===== src/rtl/rpn_stack_calc.sv =====
// rpn_stack_calc: pushbutton-driven RPN calculator with a small operand stack.
// Enter pushes DataIn, Exec applies opcode DataIn[2:0] to the top two entries,
// Clear empties the stack and leaves the ERROR state.
// Optional macro RPN_DEBOUNCE_EN: debounce each button over N_DEBOUNCER samples.
module rpn_stack_calc #(
  parameter int WIDTH       = 16,
  parameter int DEPTH       = 4,
  parameter int N_DEBOUNCER = 10
) (
  input  logic                         clk,
  input  logic                         resetN,
  input  logic                         Enter,
  input  logic                         Exec,
  input  logic                         Clear,
  input  logic [WIDTH-1:0]             DataIn,
  output logic [WIDTH-1:0]             ToDisplay,
  output logic [3:0]                   Flags,
  output logic [2:0]                   Status,
  output logic [$clog2(DEPTH+1)-1:0]   Count
);

  localparam int CW = $clog2(DEPTH + 1);
  localparam int AW = (DEPTH > 1) ? $clog2(DEPTH) : 1;

  if (DEPTH < 2 || N_DEBOUNCER < 1) begin : g_param_check
    $error("rpn_stack_calc: DEPTH must be >= 2 and N_DEBOUNCER >= 1");
  end

  typedef enum logic [2:0] {
    S_READY = 3'b000,
    S_PUSH  = 3'b001,
    S_EXEC  = 3'b010,
    S_WB    = 3'b011,
    S_ERROR = 3'b100
  } state_t;

  state_t state, state_n;

  // Button conditioning: bit 0 = Enter, bit 1 = Exec, bit 2 = Clear
  logic [2:0] raw, lvl, lvl_q, pulse;
  logic       p_ent, p_exe, p_clr;

  assign raw   = {Clear, Exec, Enter};
  assign pulse = lvl & ~lvl_q;
  assign p_ent = pulse[0];
  assign p_exe = pulse[1];
  assign p_clr = pulse[2];

`ifdef RPN_DEBOUNCE_EN
  localparam int DW = $clog2(N_DEBOUNCER + 1);
  logic [DW-1:0] dcnt [3];

  // Debounce: level follows the raw input after N_DEBOUNCER consecutive differing samples
  always_ff @(posedge clk) begin
    if (!resetN) begin
      lvl   <= '0;
      lvl_q <= '0;
      for (int unsigned i = 0; i < 3; i++) dcnt[i] <= '0;
    end else begin
      lvl_q <= lvl;
      for (int unsigned i = 0; i < 3; i++) begin
        if (raw[i] == lvl[i]) begin
          dcnt[i] <= '0;
        end else if (dcnt[i] == DW'(N_DEBOUNCER - 1)) begin
          lvl[i]  <= raw[i];
          dcnt[i] <= '0;
        end else begin
          dcnt[i] <= dcnt[i] + 1'b1;
        end
      end
    end
  end
`else
  // Single input register per button plus the edge-detect history register
  always_ff @(posedge clk) begin
    if (!resetN) begin
      lvl   <= '0;
      lvl_q <= '0;
    end else begin
      lvl   <= raw;
      lvl_q <= lvl;
    end
  end
`endif

  // Operand stack and datapath registers
  logic [WIDTH-1:0] stk [DEPTH];
  logic [CW-1:0]    cnt;
  logic [2:0]       op_q;
  logic [WIDTH-1:0] res_q;
  logic [3:0]       nf_q, flags_q;
  logic [AW-1:0]    idx_top, idx_below, idx_push;

  assign idx_top   = AW'(cnt - 1'b1);
  assign idx_below = AW'(cnt - 2'd2);
  assign idx_push  = AW'(cnt);

  // ALU on the two top entries: a = below top, b = top
  logic [WIDTH-1:0] a, b, r;
  logic [WIDTH:0]   sum;
  logic             c, v;

  assign a = stk[idx_below];
  assign b = stk[idx_top];

  // Result plus carry/overflow for the latched opcode
  always_comb begin
    sum = {1'b0, a} + {1'b0, b};
    r   = '0;
    c   = 1'b0;
    v   = 1'b0;
    case (op_q)
      3'd0: begin
        r = sum[WIDTH-1:0];
        c = sum[WIDTH];
        v = (a[WIDTH-1] == b[WIDTH-1]) && (r[WIDTH-1] != a[WIDTH-1]);
      end
      3'd1: begin
        r = a - b;
        c = (a < b);
        v = (a[WIDTH-1] != b[WIDTH-1]) && (r[WIDTH-1] != a[WIDTH-1]);
      end
      3'd2:    r = a & b;
      3'd3:    r = a | b;
      3'd4:    r = a ^ b;
      default: r = '0;
    endcase
  end

  // State register
  always_ff @(posedge clk) begin
    if (!resetN) state <= S_READY;
    else         state <= state_n;
  end

  // Next-state logic; Clear overrides everything, Enter beats Exec in READY
  always_comb begin
    state_n = state;
    case (state)
      S_READY: begin
        if (p_ent)      state_n = (cnt < CW'(DEPTH)) ? S_PUSH : S_ERROR;
        else if (p_exe) state_n = (cnt >= CW'(2) && DataIn[2:0] <= 3'd4) ? S_EXEC : S_ERROR;
      end
      S_PUSH:  state_n = S_READY;
      S_EXEC:  state_n = S_WB;
      S_WB:    state_n = S_READY;
      S_ERROR: state_n = S_ERROR;
      default: state_n = S_READY;
    endcase
    if (p_clr) state_n = S_READY;
  end

  // Count, opcode latch, execute results and published flags
  always_ff @(posedge clk) begin
    if (!resetN) begin
      cnt     <= '0;
      op_q    <= '0;
      res_q   <= '0;
      nf_q    <= '0;
      flags_q <= '0;
    end else if (p_clr) begin
      cnt <= '0;
    end else begin
      case (state)
        S_READY: if (p_exe && !p_ent) op_q <= DataIn[2:0];
        S_PUSH:  cnt <= cnt + 1'b1;
        S_EXEC: begin
          res_q <= r;
          nf_q  <= {r[WIDTH-1], (r == '0), c, v};
        end
        S_WB: begin
          cnt     <= cnt - 1'b1;
          flags_q <= nf_q;
        end
        default: ;
      endcase
    end
  end

  // Stack storage writes; reset and Clear suppress any pending write
  always_ff @(posedge clk) begin
    if (resetN && !p_clr) begin
      if (state == S_PUSH)    stk[idx_push]  <= DataIn;
      else if (state == S_WB) stk[idx_below] <= res_q;
    end
  end

  assign ToDisplay = (cnt == '0) ? '0 : stk[idx_top];
  assign Flags     = flags_q;
  assign Status    = state;
  assign Count     = cnt;

endmodule


===== config.mk =====
export PLATFORM = sky130hd
export DESIGN_NAME = rpn_stack_calc
export DESIGN_NICKNAME = d
export VERILOG_FILES = /design/src/rtl/rpn_stack_calc.sv
export SDC_FILE = /design/constraint.sdc
export NUM_CORES = 1
export LEC_CHECK = 0
export ABC_AREA = 1
export CAP_MARGIN = 10
export CORE_MARGIN = 2
export CORE_UTILIZATION = 50
export DETAILED_ROUTE_END_ITERATION = 8
export GPL_ROUTABILITY_DRIVEN = 0
export PLACE_DENSITY = 0.69
export SLEW_MARGIN = 40
export SYNTH_ARGS = -nofsm -noshare
export SYNTH_HDL_FRONTEND = slang
export SYNTH_SLANG_ARGS = --single-unit

===== constraint.sdc =====
create_clock -name clk -period 5 [get_ports clk]
set_input_delay 1.5 -clock clk [delete_from_list [all_inputs] [get_ports clk]]
set_output_delay 1.5 -clock clk [all_outputs]
set_load 0.01 [all_outputs]

; ---- Word-level counts from Yosys, hierarchy flattened
; Memories as Yosys holds them, arrays and structs flattened.
; Index checks and enable logic that the tools add are counted.
[totals]
regBits = 39
ramBits = 64
inputBits = 21
out_inout_bits = 26
memories = 1
[classes]
add_sub_neg = 5
order_cmp = 4
n_eq_ne = 13
muxes = 20
bitwise_logic = 7
n_reduce_logical = 17
[mem_list]
columns = memory, words, word_bits, read_ports, rd_ports_with_merged_regs, write_ports, line_no
row1 = stk, 4, 16, 2, 0, 1, 87  ; logic [WIDTH-1:0] stk [DEPTH];
[ops]
columns = op, n
row1 = 16-bit one-hot mux with 5 select lines, 1
row2 = 16-bit two-way mux, 2
row3 = 16-bit by 16-bit adder with 17-bit output, 1
row4 = 16-bit bitwise AND, 1
row5 = 16-bit logical NOT, 1
row6 = 16-bit < comparator, 1
row7 = 16-bit OR, 1
row8 = 16-bit OR reduction, 1
row9 = 16-bit subtractor, 1
row10 = 16-bit XOR, 1
row11 = "3-bit by 2-bit equality test with 1-bit output, second input constant", 4
row12 = 3-bit two-way mux, 4
row13 = 3-bit logical NOT, 3
row14 = 3-bit one-hot mux with 3 select lines, 1
row15 = 1-bit two-way mux, 8
row16 = "3-bit by 1-bit equality test with 1-bit output, second input constant", 2
row17 = "3-bit equality test, second input constant", 2
row18 = 3-bit one-hot mux with 2 select lines, 1
row19 = 1-bit logical AND, 5
row20 = 1-bit one-hot mux with 2 select lines, 2
row21 = 2-bit AND reduction, 2
row22 = "3-bit by 1-bit adder with 3-bit output, second input constant", 1
row23 = 3-bit bitwise AND, 1
row24 = "3-bit by 2-bit greater-or-equal comparator with 1-bit output, second input constant", 1
row25 = 14 further kinds, 18

; ---- Longest topological paths before layout
[logic_depth]
word_depth = 8
mapped_depth = 26

; ---- Worst setup path before layout
; No wires, ideal clock.
[synth_timing]
kind = input to register
startpoint = input resetN
endpoint = memory stk[1][0], enable pin
setup_time_ps = 409
arrival_ps = 3478
required_ps = 4591
slack_ps = 1113
path_stages = 7
path_buffers = 0
path_cell_list = inv_2 nor2_1 inv_2 nor2_2 xor2_1 inv_1 nor3_1
[synth_between]
elab_chain_len = 5
word_cells_on_any_way = 8
cone_classes = mux (6) / reduce/logical (2)
[synth_rtl]
columns = item, line_no
row1 = from (decl), 11  ; input logic resetN,
row2 = 1-bit logical AND *, 182  ; if (resetN && !p_clr) begin
row3 = 1-bit two-way mux, 182
row4 = 1-bit two-way mux (not written as such), 184  ; else if (state == S_WB) stk[idx_below] <= res_q;
row5 = 16-bit OR reduction (no line), --
row6 = 2-bit two-way mux (no line) or 1-bit two-way mux (tied branches), --
row7 = to (decl), 87
; Every way passes the cells marked *; elsewhere a longest branch is shown, timed or not.

; ---- Worst setup path after layout
[layout_timing]
startpoint = register cnt[1] (netlist: Count[1])
endpoint = output ToDisplay[4]
[layout_between]
elab_chain_len = 3
word_cells_on_any_way = 4
cone_classes = add/sub (1) / mux (1) / reduce/logical (1) / memory (1)
[layout_rtl]
columns = item, line_no
row1 = from (decl), 88  ; logic [CW-1:0] cnt;
row2 = from (signal assigned), 166  ; S_PUSH: cnt <= cnt + 1'b1;
row3 = from (signal assigned), 172  ; cnt <= cnt - 1'b1;
row4 = 3-bit by 1-bit subtractor with 3-bit output, --
row5 = memory read 4 x 16 bit, --
row6 = 16-bit two-way mux *, 188  ; assign ToDisplay = (cnt == '0) ? '0 : stk[idx_top];
row7 = to (decl), 16  ; output logic [WIDTH-1:0] ToDisplay,
; Marks and branches as above.

==> results.toml <==
[layout]
most_frequent_standard_cell_in_the_layout_excluding_fill_and_tap_cells = "sky130_fd_sc_hd__nand2_1"
layout.nets = 1124
drive_above_1_share = 0.0616
layout-area-overhead-vs-synth_pct = 12.6
multi_input_comb_area_sq_mm = 0.00386
seqCellArea_sq_mm = 0.00268
layout.cells.most_common_list = "305 x sky130_fd_sc_hd__nand2_1, 132 x sky130_fd_sc_hd__inv_1, 94 x sky130_fd_sc_hd__nor2_1"
n_antenna_cell = 0
nFillCells = 1367
finish.instance_area_sq_mm = 0.00821
stdcell_count = 1239

[grt]
number_of_global_route_vias_before_repair = 6166
grt.overflow.total = 0
initial_antenna_violation_count = 0
maximum_number_of_pins_on_one_net_before_global_route_repair = 68
grt_pass1_wl_um = 31500
busiest_layer = "met2"
grt_util_all_layers = 0.253
groute.layer.met1.usage = 0.358
global_route.usage.met3 = 0.0326
gr-usage-met2 = 0.400

[floorplan]
start_util = 0.508
placementRows = 44
core_area_sq_mm = 0.0144
pin_count = 47
die_h_um = 125
dieWidth_um = 125
die_area_sq_mm = 0.0156

[logic_synthesis]
synth-async-reset-ratio = 0
syn_nets = 1099
synthesis.instances = 1025
count_of_flip_flops_with_a_built_in_enable_after_synthesis = 64
dominantRegCellSynth = "sky130_fd_sc_hd__edfxtp_1"
yosysSeqAreaShare = 0.368
ys_ff_latch = 102
avgSynthCellArea_sq_um = 7.12
synth.yosys.warnings = 0
total_standard_cell_area_after_synthesis_sq_mm = 0.00730
ys_types = 48

[clock_network]
number_of_buffers_created_by_cts = 9
htreeDepth = 3
post_cts.repair.setup_buffers = 0
clock_latency_ns = 0.34
cts_tree = "built"
holdBufCountCts = 0
cts.clk_slew.worst_paths_ns = 0.07
clock_path_buffers = 2
clockRootBuffer = "sky130_fd_sc_hd__clkbuf_16"
cts_repair_resize_count = 0
clock-sinks = 102

[worst_setup_path]
critPathMaxStageDelay_ns = 0.54
timing.critical_path.fanout_max = 33
end_kind = "output port"
cell_occurring_most_often_along_the_worst_timing_path = "sky130_fd_sc_hd__inv_1"
timing.critical_path.cells = "clkinv_1, ha_1, inv_1, buf_4, a21oi_1, a32oi_1, inv_1, nor2_1, clkdlybuf4s50_1"
arrival_ns = 2.79
setup.worst_path.class = "flip-flop to output port"
crit_required_ns = 3.50
cpMaxStageDelayCell = "sky130_fd_sc_hd__clkdlybuf4s50_1"
crit_start_category = "flip-flop"

[power]
seq_power_share = 0.419
comb_power_share = 0.259
vdd_drop_max_mv = 0.196
cellInternalPower_uw = 1480
power_switching_uw = 690
p_leak_uw = 0.00386
p_total_uw = 2170
proportion_of_total_power_due_to_net_switching = 0.317
clock_power_share = 0.322
powerDensity_mw_per_mm2 = 265

[sta]
timing.max_slew.rel_slack = 0.516
period_share = 0.857
timing.setup.tns_ns = 0
worst_clock_skew_ns = 0.00780
timing.final.crit_period_ns = 4.29
maximum_clock_rate_mhz = 233
slew_viol_final = 0
worstMarginPinSlew_ns = 0.725
finalHoldViolCount = 0
finalSetupViolCount = 0
rsz0062_at_grt = "false"

[detailed_routing]
remaining_drc_errors = 0
num_vias = 6808
drt-vias-per-instance = 5.49
drt_iter0_markers = 646
detail_route.wl_per_cell_um = 16.1
wl_um = 19900
antenna_violating_nets_post_route = 0
detail_route.first_pass.iterations = 6

[placed_design]
place.detailed.hpwl_um = 15000
io_buffer_count = 46
place.detailed.instances = 1223
dpl-instance-area_sq_mm = 0.00790

[worst_hold_path]
hold_path_class = "flip-flop to flip-flop"

[flow_run]
drv.max_cap_violation_count = 0

[status]
status = "complete, no violations"
-- metrics by stage --
| stage | utilization | hold WS (ns) | setup WS, ns |
|---|---|---|---|
| 6_report | 0.571 | 0.424 | 0.713 |
| 5_1_grt | 0.571 | 0.447 | 0.516 |
| 4_1_cts | 0.571 | 0.427 | 0.717 |
| 3_5_place_dp | 0.550 | 0.417 | 1.10 |
| 3_3_place_gp | 0.549 | 0.410 | 1.17 |
| 2_1_floorplan | - | 0.407 | 1.11 |
-- per-layer routing --
| layer | vias up | share of wire |
|---|---|---|
| met2 | 305 | 0.45 |
| met3 | 31 | 0.073 |
| met5 | - | 0 |
| met4 | 0 | 0.024 |
| met1 | 3065 | 0.46 |
| li1 | 3407 | - |
-- area by class of cell --
| type | count | share of cell area |
|---|---|---|
| Multi-Input combinational cell | 728 | 0.471 |
| Sequential cell | 102 | 0.327 |
| Inverter | 151 | 0.0693 |
| Timing Repair Buffer | 58 | 0.0675 |
| Clock buffer | 11 | 0.0335 |
| Tap cell | 184 | 0.0280 |
| Clock inverter | 5 | 0.00427 |
-- state kept, by name (all words and copies together) (netlist names) --
signal and flops:
Status 3, Count 3, res_q 16, lvl_q 3, op_q 3, lvl 3
Flags 4, nf_q 3, stk 64
-- worst max-delay path, delay by kind of cell, from the launching register on --
kind,cells,cell delay [ns]
buffers and inverters,5,1.20
AOI/OAI and AO/OA,2,0.47
DFF,1,0.39
adders and majority gates,1,0.29
and+or+nand+nor,1,0.11
-- power groups by stage --
stage                     clock (uW)  combinational, uW  sequential (uW)
after floorplan                    0                389              925
after global placement             0                547              929
after detailed placement           0                551              929
after CTS                        708                553              910
after global routing             741                627              911
final                            700                562              910
-- cell usage after synthesis (2+ instances only) --
cell type / count / area (sq um)
sky130_fd_sc_hd__o211ai_1: 9 / 67.6
sky130_fd_sc_hd__buf_2: 11 / 55.1
sky130_fd_sc_hd__nor2_2: 5 / 31.3
sky130_fd_sc_hd__nand2_1: 305 / 1140
sky130_fd_sc_hd__xor2_1: 2 / 17.5
sky130_fd_sc_hd__or2_2: 2 / 12.5
sky130_fd_sc_hd__nand3_1: 58 / 290
sky130_fd_sc_hd__edfxtp_1: 64 / 1920
sky130_fd_sc_hd__clkbuf_1: 17 / 63.8
sky130_fd_sc_hd__buf_4: 3 / 22.5
sky130_fd_sc_hd__a221oi_1: 6 / 52.6
sky130_fd_sc_hd__buf_1: 11 / 41.3
sky130_fd_sc_hd__fa_1: 2 / 40.0
sky130_fd_sc_hd__o22ai_1: 4 / 25.0
sky130_fd_sc_hd__ha_1: 51 / 638
sky130_fd_sc_hd__dfxtp_1: 38 / 761
sky130_fd_sc_hd__clkinv_1: 4 / 15.0
sky130_fd_sc_hd__o21ai_0: 34 / 170
sky130_fd_sc_hd__nand4_1: 6 / 37.5
sky130_fd_sc_hd__a21oi_1: 78 / 390
sky130_fd_sc_hd__o21bai_1: 2 / 15.0
sky130_fd_sc_hd__nand2_2: 4 / 25.0
sky130_fd_sc_hd__nor3_1: 6 / 30.0
sky130_fd_sc_hd__a211oi_1: 5 / 37.5
sky130_fd_sc_hd__o21ai_1: 5 / 25.0
sky130_fd_sc_hd__nor2_1: 94 / 353
sky130_fd_sc_hd__inv_2: 13 / 48.8
sky130_fd_sc_hd__a32oi_1: 32 / 280
sky130_fd_sc_hd__a21oi_2: 3 / 26.3
sky130_fd_sc_hd__inv_1: 133 / 499
-- worst paths after layout --
check,startpoint,to,slack (ns),cells past startpoint
max reg2reg,Count[1]$_SDFFE_PN0P_,nf_q[2]$_SDFFE_PN0P_,1.15,20
max,Count[1]$_SDFFE_PN0P_,ToDisplay[4],0.71,9
min reg2reg,lvl[1]$_SDFF_PN0_,lvl_q[1]$_SDFF_PN0_,0.42,2
min,lvl[1]$_SDFF_PN0_,lvl_q[1]$_SDFF_PN0_,0.42,2
-- logic make-up (layout without fill, tap and decap cells) --
| group | after synthesis | after routing | share of synthesized area |
|---|---|---|---|
| buffers and inverters | 195 | 225 | 0.105 |
| adder cells (fa/ha/maj) | 53 | 53 | 0.0930 |
| AO/OA/AOI/OAI | 182 | 182 | 0.154 |
| XOR/XNOR | 3 | 3 | 0.00360 |
| AND/OR/NAND/NOR | 490 | 490 | 0.276 |
| flip-flops | 102 | 102 | 0.368 |
(Power assumes the default switching activity.)
